`src/rtl/addsub_issue_queue.sv`:
```
// Operand FIFO feeding an external 8-bit adder/subtractor, with a registered
// result stage that derives carry/overflow/zero flags and counts consumed results.
module addsub_issue_queue #(
  parameter int DEPTH = 4
) (
  input  logic        clk,
  input  logic        rst_n,
  input  logic        in_valid,
  output logic        in_ready,
  input  logic [7:0]  in_a,
  input  logic [7:0]  in_b,
  input  logic        in_mode,
  output logic [7:0]  add_a,
  output logic [7:0]  add_b,
  output logic        add_mode,
  input  logic [7:0]  add_result,
  output logic        out_valid,
  input  logic        out_ready,
  output logic [7:0]  out_result,
  output logic        out_carry,
  output logic        out_ovf,
  output logic        out_zero,
  output logic [15:0] op_count
);

  // Handshake: a transfer happens on a rising edge where valid && ready are both
  // high; valid/data never wait on ready and are held stable until the transfer.
  localparam int AW = (DEPTH > 1) ? $clog2(DEPTH) : 1;
  localparam int CW = $clog2(DEPTH + 1);

  logic [7:0]    mem_a_q [DEPTH];
  logic [7:0]    mem_b_q [DEPTH];
  logic          mem_m_q [DEPTH];
  logic [AW-1:0] wr_ptr_q, wr_ptr_d;
  logic [AW-1:0] rd_ptr_q, rd_ptr_d;
  logic [CW-1:0] count_q, count_d;
  logic          init_q;

  logic          out_valid_q, out_valid_d;
  logic [7:0]    out_result_q, out_result_d;
  logic          out_carry_q, out_carry_d;
  logic          out_ovf_q, out_ovf_d;
  logic          out_zero_q, out_zero_d;
  logic [15:0]   op_count_q, op_count_d;

  logic          empty;
  logic          push;
  logic          load;
  logic          consume;
  logic          a7, b7, r7;
  logic          carry_c, ovf_c;

  assign empty    = (count_q == '0);
  // init_q holds in_ready low until the first edge after reset release
  assign in_ready = init_q && (count_q != CW'(DEPTH));
  assign push     = in_valid && in_ready;
  assign consume  = out_valid_q && out_ready;
  assign load     = !empty && (!out_valid_q || out_ready);

  assign add_a    = empty ? 8'h00 : mem_a_q[rd_ptr_q];
  assign add_b    = empty ? 8'h00 : mem_b_q[rd_ptr_q];
  assign add_mode = empty ? 1'b0  : mem_m_q[rd_ptr_q];

  assign a7 = add_a[7];
  assign b7 = add_b[7];
  assign r7 = add_result[7];

  always_comb begin
    carry_c = 1'b0;
    ovf_c   = 1'b0;
    if (!add_mode) begin
      carry_c = (a7 & b7) | ((a7 | b7) & ~r7);
      ovf_c   = (a7 == b7) && (r7 != a7);
    end else begin
      // subtract: carry is "no borrow"
      carry_c = (a7 & ~b7) | ((a7 | ~b7) & ~r7);
      ovf_c   = (a7 != b7) && (r7 != a7);
    end
  end

  always_comb begin
    wr_ptr_d = wr_ptr_q;
    rd_ptr_d = rd_ptr_q;
    count_d  = count_q;
    if (push) wr_ptr_d = wr_ptr_q + AW'(1);
    if (load) rd_ptr_d = rd_ptr_q + AW'(1);
    case ({push, load})
      2'b10:   count_d = count_q + CW'(1);
      2'b01:   count_d = count_q - CW'(1);
      default: count_d = count_q;
    endcase
  end

  always_comb begin
    out_valid_d  = out_valid_q;
    out_result_d = out_result_q;
    out_carry_d  = out_carry_q;
    out_ovf_d    = out_ovf_q;
    out_zero_d   = out_zero_q;
    op_count_d   = op_count_q;
    if (consume) op_count_d = op_count_q + 16'd1;
    if (load) begin
      out_valid_d  = 1'b1;
      out_result_d = add_result;
      out_carry_d  = carry_c;
      out_ovf_d    = ovf_c;
      out_zero_d   = (add_result == 8'h00);
    end else if (consume) begin
      out_valid_d = 1'b0;
    end
  end

  always_ff @(posedge clk) begin
    if (push) begin
      mem_a_q[wr_ptr_q] <= in_a;
      mem_b_q[wr_ptr_q] <= in_b;
      mem_m_q[wr_ptr_q] <= in_mode;
    end
  end

  always_ff @(posedge clk or negedge rst_n) begin
    if (!rst_n) begin
      wr_ptr_q     <= '0;
      rd_ptr_q     <= '0;
      count_q      <= '0;
      init_q       <= 1'b0;
      out_valid_q  <= 1'b0;
      out_result_q <= 8'h00;
      out_carry_q  <= 1'b0;
      out_ovf_q    <= 1'b0;
      out_zero_q   <= 1'b0;
      op_count_q   <= 16'h0000;
    end else begin
      wr_ptr_q     <= wr_ptr_d;
      rd_ptr_q     <= rd_ptr_d;
      count_q      <= count_d;
      init_q       <= 1'b1;
      out_valid_q  <= out_valid_d;
      out_result_q <= out_result_d;
      out_carry_q  <= out_carry_d;
      out_ovf_q    <= out_ovf_d;
      out_zero_q   <= out_zero_d;
      op_count_q   <= op_count_d;
    end
  end

  assign out_valid  = out_valid_q;
  assign out_result = out_result_q;
  assign out_carry  = out_carry_q;
  assign out_ovf    = out_ovf_q;
  assign out_zero   = out_zero_q;
  assign op_count   = op_count_q;

endmodule

```
`config.mk`:
```
export PLATFORM = sky130hd
export DESIGN_NAME = addsub_issue_queue
export DESIGN_NICKNAME = d
export VERILOG_FILES = /design/src/rtl/addsub_issue_queue.sv
export SDC_FILE = /design/constraint.sdc
export NUM_CORES = 1
export LEC_CHECK = 0
export ABC_CLOCK_PERIOD_IN_PS = 2900
export BUFFER_PORTS_ARGS = -buffer_cell sky130_fd_sc_hd__buf_2
export CORE_MARGIN = 1.5
export CORE_UTILIZATION = 55
export DETAILED_ROUTE_END_ITERATION = 7
export GPL_TIMING_DRIVEN = 0
export HOLD_SLACK_MARGIN = 0.05
export MAX_ROUTING_LAYER = met4
export PLACE_DENSITY = 0.77
export SYNTH_ARGS = -nofsm -noshare
export SYNTH_HDL_FRONTEND = slang
export SYNTH_SLANG_ARGS = --single-unit
```
`constraint.sdc`:
```
create_clock -name clk -period 2.9 [get_ports clk]
set_input_delay 0.435 -clock clk [delete_from_list [all_inputs] [get_ports clk]]
set_output_delay 0.435 -clock clk [all_outputs]
set_load 0.01 [all_outputs]
```
**Word-level counts from Yosys, hierarchy flattened**

Memories as Yosys holds them, arrays and structs flattened.
Cells that the tools add are included.

- Div/mod/pow operators: 0
- Equality and inequality tests: 6
- $add $sub $neg: 5
- Shift operators: 0
- Multiplexer cells: 10
- Bitwise gates (word level): 10
- Multipliers: 0
- Reductions and logical operators: 13
- Magnitude comparators: 0

Operator list:

| kind | number |
|---|---|
| 16-bit by 1-bit adder with 16-bit output, second input constant | 1 |
| 8-bit two-way mux | 2 |
| 8-bit logical NOT | 1 |
| 1-bit two-way mux | 7 |
| 1-bit logical AND | 6 |
| 3-bit one-hot mux with 2 select lines | 1 |
| 2-bit by 1-bit adder with 2-bit output, second input constant | 2 |
| 1-bit AND | 4 |
| 1-bit bitwise OR | 4 |
| 2-bit nonzero test | 2 |
| 3-bit by 1-bit adder with 3-bit output, second input constant | 1 |
| 3-bit logical NOT | 1 |
| 3-bit != test, second input constant | 1 |
| 3-bit by 1-bit subtractor with 3-bit output, second input constant | 1 |
| 2-bit by 1-bit equality test with 1-bit output, second input constant | 1 |
| 2-bit equality test, second input constant | 1 |
| 1-bit logical NOT | 2 |
| 1-bit != test | 2 |
| 1-bit inverter | 2 |
| 1-bit equality test | 1 |
| 1-bit logical OR | 1 |

- Memory bits (read-only): 0
- Word-level logic and storage cells: 57
- Memories: 3
- Register bits after elaboration: 36
- RAM bits: 68
- Bits of input ports: 29
- Output and inout port bits: 46
- Bits in latches: 0

Memory list:

| name | words | width | read ports | clocked after Yosys merged registers in | write ports | RTL line | text |
|---|---|---|---|---|---|---|---|
| mem_a_q | 4 | 8 | 1 | 0 | 1 | 31 | `logic [7:0] mem_a_q [DEPTH];` |
| mem_b_q | 4 | 8 | 1 | 0 | 1 | 32 | `logic [7:0] mem_b_q [DEPTH];` |
| mem_m_q | 4 | 1 | 1 | 0 | 1 | 33 | `logic mem_m_q [DEPTH];` |

**Longest topological paths before layout**

Gate-level depths: netlist of the first run.

- Word-level depth: 7
- Depth in mapped cells: 10
- Depth with buffers taken out: 10

**Worst setup path after synthesis of the first run**

No wires, ideal clock.

- Path kind: register to register
- Start point: register count_q[0]
- End point: register count_q[2]
- Setup slack: 823 ps
- Buffers on the path: 1
- Setup time: 125 ps
- Stages on the path, launching flop included: 11
- Data required time: 2775 ps
- Period minus slack after synthesis: 2077 ps
- Arrival: 1952 ps
- Path through: dfrtp_1 > or3_1 > nand2_1 > inv_1 > buf_2 > ha_1 > inv_1 > fa_1 > xor2_1 > nor2_1 > xor2_1

- Word-level cells in the longest chain between the ends: 5
- Elaborated cells between the ends (all ways): 12
- Those cells by class: add/sub: 2; eq/ne: 3; mux: 1; reduce/logical: 6

Ends and longest elaborated chain:

| what | RTL line | text |
|---|---|---|
| start: declaration | 36 | `logic [CW-1:0] count_q, count_d;` |
| start signal: assignment | 136 | `count_q <= count_d;` |
| 3-bit logical NOT * | 53 | `assign empty = (count_q == '0);` |
| 1-bit logical NOT * | 58 | `assign load = !empty && (!out_valid_q \|\| out_ready);` |
| 1-bit logical AND * | 58 |  |
| via load | 48 | `logic load;` |
| 2-bit by 1-bit equality test with 1-bit output / 2-bit equality test (equally long branches) | 87 | `case ({push, load})` |
| 3-bit one-hot mux with 2 select lines / 2-bit nonzero test (equally long branches) | - |  |

Mark *: on every way through the listed nets, which the timed path passes. The rest lies on a longest branch.
A chain may end at the register's enable or synchronous reset.

**Final worst setup path of the first run**

- Start point: register rd_ptr_q[0]
- End point: output add_b[4]

- Word-level cells in the longest chain between the ends: 2

Ends and longest elaborated chain:

| what | RTL line | text |
|---|---|---|
| start: declaration | 35 | `logic [AW-1:0] rd_ptr_q, rd_ptr_d;` |
| start signal: assignment | 135 | `rd_ptr_q <= rd_ptr_d;` |
| memory 4 x 8 bit | - |  |
| 8-bit two-way mux | 61 | `assign add_b = empty ? 8'h00 : mem_b_q[rd_ptr_q];` |
| end: declaration | 14 | `output logic [7:0] add_b,` |

No other way between the ends.

==> run_results.csv, run 1 <==
group,metric,value,unit
cts,cts_root_buf,"clkbuf_8",
cells_and_area,diodes,0,
sta,worst_pin_slew,944,ps
worst_setup_path,required,2470,ps
route,drt_pass1_iterations,4,
sta,fmax,399,MHz
logic_synthesis,ys.flop_type,"edfxtp_1",
floorplanning,start_util,58.0,%
worst_setup_path,max_stage_delay,530,ps
cts,cts.sinks,104,
worst_setup_path,cp_max_fo,10,
power_and_ir_drop,power.density,940,nW/um2
cts,cts_setup_buffers,0,
logic_synthesis,ys_warn_count,0,
worst_setup_path,crit_top_cell,"buf_4",
logic_synthesis,synth.avg_cell_area,15.8,um2
global_route,grt_pass1_wl,12.7,mm
worst_setup_path,crit_chain,"buf_4, buf_4, mux4_2, and2_1, buf_2",
power_and_ir_drop,ir_drop,0.000513,V
power_and_ir_drop,power,4690,uW
floorplanning,ios,75,
cts,cts_buffers,9,
cts,insertion_delay,360,ps
worst_setup_path,end_kind,"primary output",
route,vias,2414,
logic_synthesis,synthDistinctLibCells,34,
cells_and_area,final_common_cell,"buf_2",
route,drt_iter0_markers,187,
global_route,antenna_found_initial,0,
job,cap_violations,0,
global_route,grt_pass1_vias,2556,
global_route,grt_overflow,0,
hold_path,min_path_type,"input pin to asynchronous set/reset pin",
route,wl,7.54,mm
sta,slew-limit-headroom,37.1,%
global_route,grt_max_degree,37,
cells_and_area,n_fill_cell,535,
logic_synthesis,synth_seq_area_share,68.9,%
cts,postCtsResizedCells,0,
sta,fin_crit_sh,86.3,%
cells_and_area,fin_nets,396,
sta,setup_tns,0,ps
logic_synthesis,syn_inst,271,
cts,clockBufferDepth,2,
cells_and_area,layout-drive-gt1-share,32.1,%
floorplanning,dieArea,8300,um2
route,vias_per_cell,5.25,
sta,min_period,2500,ps
placed_design,numPortBuffers,74,
route,route.detailed.drc,0,
global_route,grtUsageTotal,20.7,%
worst_setup_path,cp.arrival,2070,ps
logic_synthesis,synthesis.area,4270,um2
worst_setup_path,worstSetupStartpointType,"register",
placed_design,gp_congestion,0.784,
route,antenna_left,0,
cells_and_area,syn_to_final_growth,16.8,%
cts,hold_buffers,0,
cts,cts_htree_levels,3,
floorplanning,dieWidth,91.1,um
cts,cts_tree,"built",
sta,hold_viol,0,
power_and_ir_drop,leakagePower,0.00210,uW
sta,grt_setup_unrepaired,"false",
floorplanning,fp-row-count,31,
run_status,status,"finished, final reports clean",
worst_setup_path,crit_path_top_delay_cell,"mux4_2",
logic_synthesis,ys_ff_latch,104,
logic_synthesis,synth_edf_count,68,
route,wl_per_cell,16.4,um
logic_synthesis,synthArstFlopShare,34.6,%
cts,cts.reportedPaths.clkPinSlew,100,ps
placed_design,dp_hpwl,5.17,mm
floorplanning,die_h,91.1,um
sta,finClkSkew,8.38,ps
sta,setup_violations,0,
floorplanning,fp.coreArea,7370,um2
sta,slew_viol_final,0,
logic_synthesis,syn-num-nets,311,
cells_and_area,mostFrequentLayoutCells,"buf_2 (77), edfxtp_1 (68), nand2_1 (37)",
worst_setup_path,critical_path_class,"register to primary output",
## state kept, by name (all words and copies together), names as in the netlist, 2 cells and up
name        cells
mem_m_q         4
mem_a_q        32
op_count       16
wr_ptr_q        2
rd_ptr_q        2
out_result      8
count_q         3
mem_b_q        32
## worst paths after layout
kind                              start             to  slack, ps  cells after the start
max                         rd_ptr_q[0]       add_b[4]        400                      5
min                               rst_n    op_count[9]        150                      1
max reg2reg                  count_q[2]     count_q[2]        450                     10
min reg2reg                op_count[15]   op_count[15]        470                      1
max in group asynchronous         rst_n        out_ovf       2250                      1
min in group clk                in_b[3]  mem_b_q[2][3]        280                      1
## metal layers
layer  vias to the layer above  GRT usage, %  wire length, um
li1                       1141             -                -
met1                      1222          28.1             3470
met2                        44          31.8             3730
met3                         7          3.52              256
met4                         0          7.55               74
met5                         -             -                0
## metrics by stage
| step | hold WS [ps] | worst slack [ps] | utilization [%] | area (um2) | instances |
|---|---|---|---|---|---|
| 6_report | 147 | 396 | 67.7 | 4990 | 460 |
| 5_1_grt | 217 | 239 | 67.7 | 4990 | 460 |
| 4_1_cts | 180 | 355 | 67.7 | 4990 | 460 |
| 3_5_place_dp | 452 | 490 | 64.7 | 4770 | 444 |
| 3_3_place_gp | 455 | 508 | 64.7 | 4770 | 444 |
| 2_1_floorplan | 139 | 823 | - | 4270 | 271 |
## Yosys cell counts (all sizes together), types with 3 or more instances
cell	number	share of area (%)
xor2	8	1.6
and2	16	2.4
buf	6	0.88
xnor2	15	3.1
mux2i	5	1.2
dfrtp	36	21
mux2	3	0.79
inv	11	0.97
nor2	7	0.62
ha	10	2.9
mux4	15	7.9
nand3	3	0.35
nand4	5	0.73
nand2	37	3.3
and3	5	0.73
edfxtp	68	48
## where the power goes
| group | switching [uW] | internal [uW] |
|---|---|---|
| registers | 161 | 1860 |
| clock network | 495 | 501 |
| logic | 884 | 793 |
## kinds of logic after synthesis
| kind of cell | count (synthesis) | synth area share, % |
|---|---|---|
| DFF | 104 | 68.9 |
| and+or+nand+nor | 85 | 10.0 |
| xor gates and xnor gates | 23 | 4.72 |
| muxes | 23 | 9.87 |
| buffers and inverters | 18 | 1.93 |
| adders and majority gates | 11 | 3.40 |
| AOI/OAI and AO/OA | 6 | 1.08 |
| other | 1 | 0.0878 |
## layout make-up
cell class	instances	area [um2]	area share, %
Buffer	7	41.3	0.827
Clock buffer	10	128	2.56
Clock inverter	6	97.6	1.96
Inverter	11	41.3	0.827
Multi-Input combinational cell	149	1250	25.0
Sequential cell	104	2940	59.0
Tap cell	99	124	2.48
Timing Repair Buffer	74	370	7.42
## worst max-delay path: cells and delay by family (launching register included)
kind	cells	cell delay, ps
buffers and inverters	3	640
muxes	1	530
DFF	1	380
and+or+nand+nor	1	160
Note: power is estimated with default switching activity, not from simulation.
==> inputs of run 2 (changes only) <==
--- a/config.mk
+++ b/config.mk
@@ -8,12 +8,13 @@
 export ABC_CLOCK_PERIOD_IN_PS = 2900
 export BUFFER_PORTS_ARGS = -buffer_cell sky130_fd_sc_hd__buf_2
 export CORE_MARGIN = 1.5
-export CORE_UTILIZATION = 55
+export CORE_UTILIZATION = 50
 export DETAILED_ROUTE_END_ITERATION = 7
 export GPL_TIMING_DRIVEN = 0
 export HOLD_SLACK_MARGIN = 0.05
 export MAX_ROUTING_LAYER = met4
-export PLACE_DENSITY = 0.77
+export PLACE_DENSITY = 0.71
+export REMOVE_ABC_BUFFERS = 1
 export SYNTH_ARGS = -nofsm -noshare
 export SYNTH_HDL_FRONTEND = slang
 export SYNTH_SLANG_ARGS = --single-unit
==> constraint.sdc (replaced) <==
create_clock -name clk -period 2.9 [get_ports clk]
set_input_delay 0.435 -clock clk [delete_from_list [all_inputs] [get_ports clk]]
set_output_delay 0.435 -clock clk [all_outputs]
set_load 0.005 [all_outputs]
==> run 2 against run 1 <==
  * Critical path depth increased by 4
  * Global-route usage shrank 2.9 points
  * Critical path type is now register to register
  * Sequential share of layout area increased by 0.38 points
  * Die area increased by 9.7%
==> run_results.csv, run 2 (synthesized netlist as in run 1, its figures left out) <==
group,metric,value,unit
cells_and_area,fin_nets,389,
cts,insertion_delay,360,ps
cells_and_area,syn_to_final_growth,16.2,%
floorplanning,dieArea,9110,um2
power_and_ir_drop,power.density,906,nW/um2
worst_setup_path,critical_path_class,"register to register",
worst_setup_path,cp.arrival,2840,ps
sta,whs,138,ps
power_and_ir_drop,leakagePower,0.00206,uW
cts,cts_buffers,9,
route,wl_per_cell,15.7,um
sta,finClkSkew,8.00,ps
placed_design,placed_area,4730,um2
cells_and_area,final_common_cell,"buf_2",
route,route.detailed.drc,0,
sta,slew_viol_final,0,
sta,min_period,2590,ps
global_route,grt_pass1_vias,2379,
sta,fmax,385,MHz
floorplanning,die_h,95.4,um
route,wl_met2,3.68,mm
cells_and_area,stdcell_count,459,
global_route,grtUsageTotal,17.8,%
route,antenna_left,0,
cts,cts_tree,"built",
sta,fin_ws,305,ps
placed_design,numPortBuffers,74,
sta,fin_crit_sh,89.5,%
cts,cts.sinks,104,
placed_design,gp_congestion,0.749,
floorplanning,fp.coreArea,8260,um2
route,vias,2334,
sta,hold_viol,0,
worst_setup_path,end_kind,"register",
global_route,grt_overflow,0,
placed_design,place_inst,443,
placed_design,place_ws,-140,ps
cells_and_area,final_area,4960,um2
floorplanning,dieWidth,95.4,um
worst_setup_path,required,3150,ps
global_route,antenna_found_initial,0,
cells_and_area,mostFrequentLayoutCells,"buf_2 (74), edfxtp_1 (68), nand2_1 (36)",
route,vias_per_cell,5.08,
global_route,grt_max_degree,37,
cts,clockBufferDepth,2,
cts,cts.reportedPaths.clkPinSlew,100,ps
cts,cts_root_buf,"clkbuf_8",
route,drt_pass1_iterations,4,
sta,slew-limit-headroom,36.8,%
hold_path,min_path_type,"input pin to asynchronous set/reset pin",
sta,grt_setup_unrepaired,"false",
worst_setup_path,worstSetupStartpointType,"register",
run_status,status,"finished, final reports clean",
floorplanning,start_util,51.7,%
route,wl_met1,3.20,mm
floorplanning,ios,75,
cells_and_area,layout-drive-gt1-share,32.2,%
cts,cts_htree_levels,3,
floorplanning,fp-row-count,33,
sta,setup_tns,0,ps
global_route,grt_pass1_wl,11.4,mm
placed_design,dp_hpwl,4.67,mm
worst_setup_path,cp_max_fo,16,
cts,hold_buffers,0,
cells_and_area,diodes,0,
route,drt_iter0_markers,84,
route,dr_wl_met3,232,um
job,cap_violations,0,
route,highest_layer,"met4",
route,wl,7.22,mm
sta,setup_violations,0,
sta,worst_pin_slew,949,ps
power_and_ir_drop,ir_drop,0.000430,V
[run 2: changes by cell type in the layout (fill, tap and decap cells not counted), moves of 2 or more]
cell,change
dfrtp_2,+2
buf_2,-3
clkinvlp_4,+2
dfrtp_1,-2
buf_4,-3
clkbuf_1,-2
[run 2: metal layers]
metal | global-route usage (%) | up-vias
met5 | - | -
met4 | 9.44 | 0
met3 | 2.95 | 8
met2 | 27.9 | 43
met1 | 22.3 | 1149
li1 | - | 1134
[run 2: stage by stage]
stage	utilization (%)	total power, uW
floorplan	-	3020
global placement	57.3	3530
detailed placement	57.3	3580
CTS	60.0	4550
global route	60.1	4800
finish	60.1	4500
[run 2: worst max-delay path, cell delays in order (launching register included)]
cell and delay (ps):
dfrtp_1 420, or3_1 630, nand2_4 290, clkinvlp_4 280, ha_1 290, inv_1 70
fa_1 170, xor2_1 140, nor2_1 60, xor2_1 140
[run 2: worst paths after layout]
kind                                     from  depth (start not counted)  slack, ps             to
worst max-delay path               count_q[0]                          9        310     count_q[2]
worst min-delay path                    rst_n                          1        140  out_result[5]
worst max register to register     count_q[0]                          9        310     count_q[2]
worst min register to register  out_result[5]                          2        480  out_result[5]
max in group asynchronous               rst_n                          1       2190    rd_ptr_q[1]
min in group clk                add_result[6]                          3        280  out_result[6]
[run 2: power breakdown]
part | internal (uW) | switching [uW]
Sequential | 1860 | 280
Clock | 487 | 485
Combinational | 752 | 632
Total | 3100 | 1400
[run 2: timing repair]
action / CTS / global route
endpoints found under the hold margin: 0 / 0
endpoints found under the setup margin: 9 / 2
gates resized for setup: 3 / 2
buffers inserted: 0 / 0
[run 2: final cells by class]
class | instances | area (um2)
sequential | 104 | 2950
clock buffer | 9 | 124
multi-input combinational | 149 | 1250
inverter | 11 | 45.0
clock inverter | 7 | 93.8
tap | 105 | 131
timing repair buffer | 74 | 370
fill | 642 | 3290
==> inputs of run 3 (changes only) <==
--- a/config.mk
+++ b/config.mk
@@ -9,11 +9,12 @@
 export BUFFER_PORTS_ARGS = -buffer_cell sky130_fd_sc_hd__buf_2
 export CORE_MARGIN = 1.5
 export CORE_UTILIZATION = 50
+export CTS_CLUSTER_SIZE = 28
 export DETAILED_ROUTE_END_ITERATION = 7
 export GPL_TIMING_DRIVEN = 0
 export HOLD_SLACK_MARGIN = 0.05
 export MAX_ROUTING_LAYER = met4
-export PLACE_DENSITY = 0.71
+export PLACE_DENSITY = 0.78
 export REMOVE_ABC_BUFFERS = 1
 export SYNTH_ARGS = -nofsm -noshare
 export SYNTH_HDL_FRONTEND = slang
==> run 3 against run 2 <==
  * Global-route usage down 0.54 points
  * Sequential cell count unchanged
  * Die area unchanged
  * Sequential share of layout area unchanged
  * Worst setup slack worse by 78 ps
==> run_results.csv, run 3 (synthesized netlist as in run 1, its figures left out) <==
group,metric,value,unit
sta,setup_violations,0,
sta,min_period,2670,ps
global_route,grt_pass1_wl,11.0,mm
route,drt_iter0_markers,61,
cts,cts_buffers,9,
power_and_ir_drop,ir_drop,0.000382,V
sta,hold_viol,0,
cts,insertion_delay,360,ps
cts,clockBufferDepth,2,
power_and_ir_drop,p_int,3100,uW
cells_and_area,regArea,2950,um2
sta,fin_crit_sh,92.2,%
route,drt_pass1_iterations,4,
sta,fmax,374,MHz
cells_and_area,layout-drive-gt1-share,31.9,%
route,wl,7.16,mm
power_and_ir_drop,pwr-share-seq,47.6,%
route,vias,2361,
placed_design,gp_congestion,0.708,
power_and_ir_drop,switching_share,31.1,%
cells_and_area,mostFrequentLayoutCells,"buf_2 (74), edfxtp_1 (68), nand2_1 (36)",
hold_path,min_path_type,"input pin to asynchronous set/reset pin",
placed_design,dp_hpwl,4.75,mm
sta,grt_setup_unrepaired,"false",
power_and_ir_drop,p_sw,1400,uW
placed_design,place_inst,443,
cells_and_area,diodes,0,
cells_and_area,stdcell_count,459,
floorplanning,start_util,51.7,%
worst_setup_path,cp_max_fo,16,
floorplanning,dieArea,9110,um2
sta,slew-limit-headroom,39.7,%
power_and_ir_drop,power_frac_comb,30.9,%
run_status,status,"finished, final reports clean",
cts,cts_tree,"built",
floorplanning,die_h,95.4,um
cells_and_area,fin_nets,389,
cells_and_area,final_area,4960,um2
placed_design,placed_area,4730,um2
global_route,grt_overflow,0,
sta,finClkSkew,7.09,ps
cells_and_area,syn_to_final_growth,16.2,%
cells_and_area,multi_input_area,1250,um2
sta,fin_ws,227,ps
worst_setup_path,worstSetupStartpointType,"register",
global_route,grtUsageTotal,17.2,%
floorplanning,fp.coreArea,8260,um2
cts,cts.reportedPaths.clkPinSlew,90,ps
route,vias_per_cell,5.14,
route,antenna_left,0,
cts,cts.sinks,104,
cts,cts_root_buf,"clkbuf_8",
worst_setup_path,required,3150,ps
global_route,antenna_found_initial,0,
placed_design,numPortBuffers,74,
floorplanning,fp-row-count,33,
cts,hold_buffers,0,
global_route,grt_pass1_vias,2287,
cells_and_area,n_fill_cell,659,
floorplanning,dieWidth,95.4,um
floorplanning,ios,75,
sta,slew_viol_final,0,
worst_setup_path,critical_path_class,"register to register",
power_and_ir_drop,pwr-share-clk,21.5,%
worst_setup_path,cp.arrival,2920,ps
cells_and_area,final_common_cell,"buf_2",
job,cap_violations,0,
sta,worst_pin_slew,904,ps
global_route,grt_max_degree,37,
worst_setup_path,r2r_start,"count_q[0]",
cts,cts_htree_levels,3,
route,route.detailed.drc,0,
worst_setup_path,end_kind,"register",
placed_design,place_ws,-153,ps
route,wl_per_cell,15.6,um
worst_setup_path,startpoint,"count_q[0]",
power_and_ir_drop,power.density,906,nW/um2
power_and_ir_drop,leakagePower,0.00206,uW
run 3: critical path, cell delays in order, from the launching register on:
cell	delay (ps)
dfrtp_1	430
or3_1	650
nand2_4	290
clkinvlp_4	280
ha_1	290
inv_1	80
fa_1	180
xor2_1	150
nor2_1	70
xor2_1	140
run 3: what timing repair did:
action / CTS / global route
resized for setup: 3 / 2
setup endpoints to repair: 4 / 2
setup buffers: 0 / 0
run 3: power groups by stage:
stage | logic, uW | registers, uW | clock network (uW)
2_1_floorplan | 904 | 2120 | 0
3_3_place_gp | 1360 | 2160 | 0
3_5_place_dp | 1410 | 2180 | 0
4_1_cts | 1430 | 2150 | 990
5_1_grt | 1550 | 2190 | 1030
6_report | 1390 | 2140 | 966
run 3: area by class of cell:
type | count | area share [%]
well taps | 105 | 2.65
clock buffers | 9 | 2.50
inverters | 11 | 0.907
repair buffers | 74 | 7.46
flip-flops and latches | 104 | 59.3
multi-input cells | 149 | 25.3
clock inverters | 7 | 1.89
run 3: routing by layer:
metal | wire length [um] | up-vias | GRT usage [%]
met5 | 0 | - | -
met4 | 93 | 0 | 7.11
met3 | 322 | 8 | 4.23
met2 | 3720 | 44 | 27.7
met1 | 3020 | 1174 | 21.0
li1 | - | 1135 | -
run 3: final timing paths:
kind                                 endpoint  slack, ps  depth (start not counted)
worst max register to register     count_q[2]        230                          9
worst min-delay path            out_result[4]        150                          1
worst min register to register   op_count[15]        470                          1
worst max-delay path               count_q[2]        230                          9
max in group asynchronous         rd_ptr_q[1]       2210                          1
min in group clk                out_result[1]        280                          3
run 3: through the flow:
stage	power [uW]	setup TNS (ps)	hold WS (ps)	utilization (%)
floorplan	3020	0	139	-
global placement	3520	-34.6	453	57.3
detailed placement	3590	-153	460	57.3
CTS	4560	0	161	60.0
global route	4770	0	211	60.1
finish	4500	0	151	60.1
